--- src/rtl/risc_pkg.sv ---
// Shared load/store definitions: access-size encodings, LSU states,
// fault-cause codes and small decode helpers.
package risc_pkg;

    // Access size as encoded in the RV32I funct3 field
    typedef enum logic [2:0] {
        LS_B  = 3'b000,
        LS_H  = 3'b001,
        LS_W  = 3'b010,
        LS_BU = 3'b100,
        LS_HU = 3'b101
    } ls_size_t;

    // Load/store unit sequencing states
    typedef enum logic [1:0] {
        IDLE   = 2'b00,
        ACCESS = 2'b01,
        DONE   = 2'b10,
        FAULT  = 2'b11
    } lsu_state_t;

    // Codes reported on dmem_fault_cause
    localparam logic [1:0] CAUSE_MISALIGNED   = 2'b00;
    localparam logic [1:0] CAUSE_ILLEGAL_SIZE = 2'b01;
    localparam logic [1:0] CAUSE_OUT_OF_RANGE = 2'b10;
    localparam logic [1:0] CAUSE_TIMEOUT      = 2'b11;

    // Stores only know B/H/W; loads additionally accept the unsigned forms
    function automatic logic sizeLegal(input logic isStore, input logic [2:0] size);
        logic signedOk;
        signedOk = (size == LS_B) || (size == LS_H) || (size == LS_W);
        if (isStore) begin
            return signedOk;
        end
        return signedOk || (size == LS_BU) || (size == LS_HU);
    endfunction

    // True for both halfword encodings
    function automatic logic isHalf(input logic [2:0] size);
        return (size == LS_H) || (size == LS_HU);
    endfunction

    // True for the word encoding
    function automatic logic isWord(input logic [2:0] size);
        return size == LS_W;
    endfunction

endpackage

--- src/rtl/lsu_align.sv ---
// Lane steering for the LSU: byte enables and replicated store data on the
// way out, lane select plus sign/zero extension on the way back.
module lsu_align
    import risc_pkg::*;
(
    input  logic [2:0]  i_stSize,
    input  logic [1:0]  i_stOffset,
    input  logic [31:0] i_stData,
    output logic [3:0]  o_be,
    output logic [31:0] o_wdata,
    input  logic [2:0]  i_ldSize,
    input  logic [1:0]  i_ldOffset,
    input  logic [31:0] i_ldWord,
    output logic [31:0] o_ldData
);

    logic [7:0]  w_byte;
    logic [15:0] w_half;

    // Store side: enable the addressed lanes and copy the data into every lane
    always_comb begin
        o_be    = 4'b0000;
        o_wdata = i_stData;
        case (i_stSize)
            LS_B, LS_BU: begin
                o_be    = 4'b0001 << i_stOffset;
                o_wdata = {4{i_stData[7:0]}};
            end
            LS_H, LS_HU: begin
                o_be    = 4'b0011 << i_stOffset;
                o_wdata = {2{i_stData[15:0]}};
            end
            LS_W: begin
                o_be    = 4'b1111;
                o_wdata = i_stData;
            end
            default: begin
                o_be    = 4'b0000;
                o_wdata = i_stData;
            end
        endcase
    end

    // Load side: pick the addressed byte or half of the returned word
    always_comb begin
        w_byte = i_ldWord[7:0];
        case (i_ldOffset)
            2'd0: w_byte = i_ldWord[7:0];
            2'd1: w_byte = i_ldWord[15:8];
            2'd2: w_byte = i_ldWord[23:16];
            2'd3: w_byte = i_ldWord[31:24];
            default: w_byte = i_ldWord[7:0];
        endcase
        w_half = i_ldOffset[1] ? i_ldWord[31:16] : i_ldWord[15:0];
    end

    // Load side: extend the selected lane to 32 bits according to the size
    always_comb begin
        o_ldData = i_ldWord;
        case (i_ldSize)
            LS_B:    o_ldData = {{24{w_byte[7]}}, w_byte};
            LS_BU:   o_ldData = {24'd0, w_byte};
            LS_H:    o_ldData = {{16{w_half[15]}}, w_half};
            LS_HU:   o_ldData = {16'd0, w_half};
            default: o_ldData = i_ldWord;
        endcase
    end

endmodule

--- src/rtl/dmem_lsu.sv ---
// Load/store unit between the core data port and a req/ack data RAM.
// Checks each access, issues one byte-enabled word request, stalls the core
// until the RAM answers, and reports aborted accesses as one-cycle faults.
module dmem_lsu
    import risc_pkg::*;
#(
    parameter int ADDR_WIDTH  = 8,
    parameter int TIMEOUT_CYC = 16
)
(
    input  logic                  clk,
    input  logic                  res_n,
    input  logic                  dmem_req,
    input  logic                  dmem_wr,
    input  logic [2:0]            dmem_size,
    input  logic [31:0]           dmem_addr,
    input  logic [31:0]           dmem_wr_data,
    output logic [31:0]           dmem_rd_data,
    output logic                  dmem_stall,
    output logic                  dmem_fault,
    output logic [1:0]            dmem_fault_cause,
    output logic                  ram_req,
    output logic                  ram_we,
    output logic [ADDR_WIDTH-3:0] ram_addr,
    output logic [3:0]            ram_be,
    output logic [31:0]           ram_wdata,
    input  logic [31:0]           ram_rdata,
    input  logic                  ram_ack
);

    localparam int TW = $clog2(TIMEOUT_CYC + 1);

    lsu_state_t r_state;
    lsu_state_t w_nextState;

    logic                  r_ramReq;
    logic                  r_ramWe;
    logic [ADDR_WIDTH-3:0] r_ramAddr;
    logic [3:0]            r_ramBe;
    logic [31:0]           r_ramWdata;
    logic [31:0]           r_rdData;
    logic [2:0]            r_size;
    logic [1:0]            r_offset;
    logic [TW-1:0]         r_timer;
    logic                  r_fault;
    logic [1:0]            r_faultCause;

    logic                  w_illegal;
    logic                  w_misaligned;
    logic                  w_outOfRange;
    logic                  w_checkFail;
    logic [1:0]            w_checkCause;
    logic                  w_timeoutHit;
    logic [3:0]            w_be;
    logic [31:0]           w_wdata;
    logic [31:0]           w_ldData;

    // Store lanes come from the live request; load extension uses the
    // size and offset captured when the request was issued.
    lsu_align u_align (
        .i_stSize   (dmem_size),
        .i_stOffset (dmem_addr[1:0]),
        .i_stData   (dmem_wr_data),
        .o_be       (w_be),
        .o_wdata    (w_wdata),
        .i_ldSize   (r_size),
        .i_ldOffset (r_offset),
        .i_ldWord   (ram_rdata),
        .o_ldData   (w_ldData)
    );

    // Access checks on the incoming request, earliest failing check wins
    always_comb begin
        w_illegal    = !sizeLegal(dmem_wr, dmem_size);
        w_misaligned = (isHalf(dmem_size) && dmem_addr[0])
                    || (isWord(dmem_size) && (dmem_addr[1:0] != 2'b00));
        w_outOfRange = (dmem_addr >> ADDR_WIDTH) != 32'd0;
        w_checkFail  = w_illegal || w_misaligned || w_outOfRange;
        w_checkCause = CAUSE_OUT_OF_RANGE;
        if (w_illegal) begin
            w_checkCause = CAUSE_ILLEGAL_SIZE;
        end else if (w_misaligned) begin
            w_checkCause = CAUSE_MISALIGNED;
        end
    end

    // The timer has seen TIMEOUT_CYC request cycles once it sits at the last count
    assign w_timeoutHit = (r_timer == TW'(TIMEOUT_CYC - 1));

    // Next-state decode; an ack arriving on the last timer cycle still completes
    always_comb begin
        w_nextState = r_state;
        case (r_state)
            IDLE: begin
                if (dmem_req) begin
                    w_nextState = w_checkFail ? FAULT : ACCESS;
                end
            end
            ACCESS: begin
                if (ram_ack) begin
                    w_nextState = DONE;
                end else if (w_timeoutHit) begin
                    w_nextState = FAULT;
                end
            end
            DONE:    w_nextState = IDLE;
            FAULT:   w_nextState = IDLE;
            default: w_nextState = IDLE;
        endcase
    end

    // State register; reset aborts any access in flight
    always_ff @(posedge clk) begin
        if (res_n) begin
            r_state <= IDLE;
        end else begin
            r_state <= w_nextState;
        end
    end

    // Request fields, timer, load result and fault reporting
    always_ff @(posedge clk) begin
        if (res_n) begin
            r_ramReq     <= 1'b0;
            r_ramWe      <= 1'b0;
            r_ramAddr    <= '0;
            r_ramBe      <= 4'b0000;
            r_ramWdata   <= 32'd0;
            r_rdData     <= 32'd0;
            r_size       <= 3'b000;
            r_offset     <= 2'b00;
            r_timer      <= '0;
            r_fault      <= 1'b0;
            r_faultCause <= 2'b00;
        end else begin
            r_fault <= 1'b0;
            case (r_state)
                IDLE: begin
                    if (dmem_req) begin
                        if (w_checkFail) begin
                            r_fault      <= 1'b1;
                            r_faultCause <= w_checkCause;
                        end else begin
                            r_ramReq   <= 1'b1;
                            r_ramWe    <= dmem_wr;
                            r_ramAddr  <= dmem_addr[ADDR_WIDTH-1:2];
                            r_ramBe    <= w_be;
                            r_ramWdata <= w_wdata;
                            r_size     <= dmem_size;
                            r_offset   <= dmem_addr[1:0];
                            r_timer    <= '0;
                        end
                    end
                end
                ACCESS: begin
                    if (ram_ack) begin
                        r_ramReq <= 1'b0;
                        if (!r_ramWe) begin
                            r_rdData <= w_ldData;
                        end
                    end else if (w_timeoutHit) begin
                        r_ramReq     <= 1'b0;
                        r_fault      <= 1'b1;
                        r_faultCause <= CAUSE_TIMEOUT;
                    end else begin
                        r_timer <= r_timer + 1'b1;
                    end
                end
                default: begin
                end
            endcase
        end
    end

    // The core waits while a request is pending or in flight
    assign dmem_stall       = dmem_req && ((r_state == IDLE) || (r_state == ACCESS));

    assign dmem_rd_data     = r_rdData;
    assign dmem_fault       = r_fault;
    assign dmem_fault_cause = r_faultCause;
    assign ram_req          = r_ramReq;
    assign ram_we           = r_ramWe;
    assign ram_addr         = r_ramAddr;
    assign ram_be           = r_ramBe;
    assign ram_wdata        = r_ramWdata;

endmodule

--- config.mk ---
export PLATFORM = sky130hd
export DESIGN_NAME = dmem_lsu
export DESIGN_NICKNAME = d
export VERILOG_FILES = /design/src/rtl/risc_pkg.sv /design/src/rtl/lsu_align.sv /design/src/rtl/dmem_lsu.sv
export SDC_FILE = /design/constraint.sdc
export NUM_CORES = 1
export LEC_CHECK = 0
export CAP_MARGIN = 20
export CORE_MARGIN = 1.5
export CORE_UTILIZATION = 47
export DETAILED_ROUTE_END_ITERATION = 7
export PLACE_DENSITY_LB_ADDON = 0.08
export SLEW_MARGIN = 20
export SYNTH_ARGS = -nofsm -noshare
export SYNTH_HDL_FRONTEND = slang
export SYNTH_HIERARCHICAL = 1
export SYNTH_SLANG_ARGS = --single-unit
--- constraint.sdc ---
create_clock -name clk -period 3.2 [get_ports clk]
set_input_delay 0.48 -clock clk [delete_from_list [all_inputs] [get_ports clk]]
set_output_delay 0.48 -clock clk [all_outputs]
set_load 0.005 [all_outputs]
==> out/metrics.csv <==
stage;metric;value;unit
run_status;outcome;completed;
floorplanning;num ports;184;
placement;HPWL Detailed;9.74;mm
clock_tree;Clock Sinks;91;
clock_tree;CTS Hold Buffers Added;0;
synth;Syn Inst Count;599;
clock_tree;H-tree levels;3;
job;MaxCap Viol Count;0;
power_and_ir_drop;Lkg Pwr;2.33;nW
power_and_ir_drop;switch share;24.2;%
global_routing;pin count of the biggest net entering global routing;49;
timing;actual slew at the worst max-slew pin;0.900;ns
floorplanning;core region area;9240;um2
clock_tree;Clock Latency Late Sink;0.35;ns
timing;clk_skew;0.0134;ns
global_routing;Tot GR Track Use;26.6;%
placement;RD Place Congestion;0.891;
synth;number of synthesized register bits;91;
detailed_routing;routed wire length;13.7;mm
power_and_ir_drop;Flop pwr share;50.1;%
global_routing;vias in the first global route;4464;
cells_and_area;layout cells sized above 1;6.07;%
setup_path;crit path DAT;2.65;ns
detailed_routing;initial DRC count;266;
detailed_routing;via count;4755;
cells_and_area;Non-Filler Instances;887;
placement;I/O Buffers;183;
clock_tree;Post-CTS Setup Bufs;0;
timing;final setup vio count;0;
floorplanning;die area;10200;um2
timing;Final Hold Viols;0;
placement;Setup WS pre-CTS;0.390;ns
power_and_ir_drop;Gate power share;15.3;%
timing;Slew Limit Fails;0;
synth;mapped cell area;4500;um2
cells_and_area;synthesis-to-finish area growth;45.6;%
clock_tree;Root Driver;clkbuf_8;
detailed_routing;DRC Markers;0;
floorplanning;Die W;101;um
min_path;Hold Path Class;flop to flop;
setup_path;Worst Setup End Kind;flop;
synth;sequential cell area fraction in the yosys report;40.5;%
detailed_routing;Vias/cell;5.36;
timing;Final period util;76.7;%
timing;final setup TNS;0;ns
timing;RSZ-0062 raised after global routing;no;
setup_path;crit-path max FO;25;
synth;Post-Syn Nets;705;
timing;maximum clock frequency;0.408;GHz
detailed_routing;DR pass1 iterations;5;
clock_tree;CTS clock-pin slew for the worst setup and hold paths;0.09;ns
detailed_routing;WL per Instance;15.5;um
placement;cell count after placement;872;
clock_tree;Inserted Clock Buffers;9;
timing;Final WS setup;0.747;ns
synth;Avg Cell Area, Syn;7.51;um2
synth;count of cell types in the netlist;42;
global_routing;first-pass GRT wire length;21.4;mm
timing;post-layout minimum cycle time;2.45;ns
timing;Rel. slew slack;40.0;%
clock_tree;CTS tree;built;
power_and_ir_drop;Psw;0.000563;W
setup_path;startpoint class of the critical path;primary input;
cells_and_area;fillers;791;
floorplanning;Initial Utilization;48.7;%
cells_and_area;nets;860;
setup_path;Critical Path RT;3.40;ns
detailed_routing;Antenna Nets Post-Route;0;
clock_tree;CTS resizes;0;
power_and_ir_drop;Int Power;0.00176;W
timing;worst hold slack;0.458;ns
power_and_ir_drop;Worst VDD drop;0.207;mV
power_and_ir_drop;clock share of power;34.6;%
clock_tree;clk buf depth;2;
global_routing;initial antenna violation count;0;
synth;YS warnings;6;
power_and_ir_drop;cell area power density;355;nW/um2
cells_and_area;n_diodes;0;
cells_and_area;Core Util, Final;70.9;%
setup_path;critical path type;primary input to flop;
floorplanning;number of core rows;35;
floorplanning;Die Height;101;um
global_routing;grt ovf;0;
-- path summary, 6_finish.rpt --
| check | start | endpoint | slack (ns) | cells after the start |
|---|---|---|---|---|
| worst min-delay path | ram_addr[2] | ram_addr[2] | 0.46 | 2 |
| worst min register to register | ram_addr[2] | ram_addr[2] | 0.46 | 2 |
| worst max register to register | r_offset[1] | dmem_rd_data[22] | 0.80 | 6 |
| worst max-delay path | dmem_addr[0] | ram_wdata[24] | 0.75 | 8 |
-- placed cells by master (no fill, tap or decap), types with 11 or more instances in the layout --
| cell | count |
|---|---|
| a21o_1 | 17 |
| a21oi_1 | 89 |
| clkbuf_8 | 11 |
| clkdlybuf4s50_1 | 182 |
| dfxtp_1 | 91 |
| mux2_2 | 16 |
| mux2i_1 | 11 |
| nand2_1 | 211 |
| nand2b_1 | 12 |
| o21ai_0 | 21 |
-- worst max-delay path: stages --
cell	delay [ns]
clkdlybuf4s50_1	0.55
nor4_1	0.33
a21oi_1	0.07
buf_4	0.16
or4_2	0.63
buf_4	0.25
nand2_1	0.11
a21oi_1	0.07
-- power groups by stage --
stage	Clock, W	Combinational, W	Sequential [W]
CTS	0.000818	0.000354	0.00116
floorplan	0	0.000145	0.00119
global route	0.000870	0.000386	0.00117
detailed placement	0	0.000351	0.00119
global placement	0	0.000347	0.00119
finish	0.000805	0.000355	0.00116
-- per-stage QoR --
| stage | area [um2] | total power (W) |
|---|---|---|
| after global placement | 6350 | 0.00154 |
| after CTS | 6550 | 0.00234 |
| final | 6550 | 0.00232 |
| after detailed placement | 6350 | 0.00154 |
| after floorplan | 4500 | 0.00133 |
| after global routing | 6550 | 0.00242 |
-- area by class of cell --
| type | instances | area, um2 | share of cell area, % |
|---|---|---|---|
| clock buffers | 12 | 155 | 2.37 |
| repair buffers | 193 | 1930 | 29.4 |
| flip-flops and latches | 91 | 1820 | 27.8 |
| inverters | 3 | 11.3 | 0.172 |
| clock inverters | 3 | 47.5 | 0.726 |
| multi-input cells | 456 | 2430 | 37.1 |
| well taps | 129 | 161 | 2.46 |
-- per-layer routing --
metal	global-route usage [%]	part of all wire, %	vias to the layer above
met3	5.83	7.3	28
met1	33.4	43	2199
li1	-	-	2348
met4	10.1	2.3	0
met5	0	0	-
met2	44.6	48	180
-- registers in the layout, summed over array words and instances, names as in the netlist --
signal / cells
r_timer: 5
r_state: 2
ram_req: 1
r_size: 3
dmem_fault_cause: 2
ram_wdata: 32
dmem_rd_data: 32
ram_addr: 6
r_offset: 2
dmem_fault: 1
ram_we: 1
ram_be: 4
-- synthesized netlist by cell type --
| master | number | area (um2) |
|---|---|---|
| mux4_1 | 1 | 26.3 |
| nand2_1 | 211 | 792 |
| nand3_1 | 2 | 10.0 |
| ha_1 | 2 | 25.0 |
| inv_1 | 3 | 11.3 |
| a22oi_1 | 7 | 52.6 |
| or4_4 | 1 | 11.3 |
| o21bai_1 | 1 | 7.51 |
| and3_1 | 1 | 6.26 |
| or3_1 | 2 | 12.5 |
| a311oi_1 | 2 | 17.5 |
| nand3b_1 | 3 | 22.5 |
| nor3b_1 | 1 | 7.51 |
| a221o_1 | 8 | 80.1 |
| dfxtp_1 | 91 | 1820 |
| mux2_2 | 16 | 180 |
| o41ai_1 | 1 | 8.76 |
| o31ai_1 | 2 | 15.0 |
| clkbuf_1 | 31 | 116 |
| o22a_1 | 1 | 8.76 |
| nor3_1 | 4 | 20.0 |
| o22ai_2 | 1 | 12.5 |
| a211o_1 | 1 | 8.76 |
| a41oi_1 | 1 | 8.76 |
| nand2b_1 | 12 | 75.1 |
| o32ai_1 | 1 | 8.76 |
| a21oi_1 | 89 | 445 |
| nor4_1 | 9 | 56.3 |
| nand4_1 | 1 | 6.26 |
| o21ai_0 | 21 | 105 |
| a211oi_1 | 3 | 22.5 |
| and3b_1 | 1 | 8.76 |
| a31oi_1 | 1 | 6.26 |
| a21o_1 | 17 | 128 |
| buf_2 | 5 | 25.0 |
| mux2i_1 | 11 | 110 |
| buf_6 | 3 | 33.8 |
| buf_4 | 10 | 75.1 |
| o21a_1 | 1 | 7.51 |
| nor2b_1 | 8 | 50.1 |
| nor2_1 | 10 | 37.5 |
| or4_1 | 2 | 15.0 |
-- cells by family after synthesis --
kind of cell	Yosys count	share of synthesized area [%]
fa+ha+maj	2	0.556
buf+inv	52	5.81
mux	28	7.04
flops	91	40.5
simple gates	268	25.1
compound gates	158	21.0
Note: power is estimated with default switching activity, not from simulation.
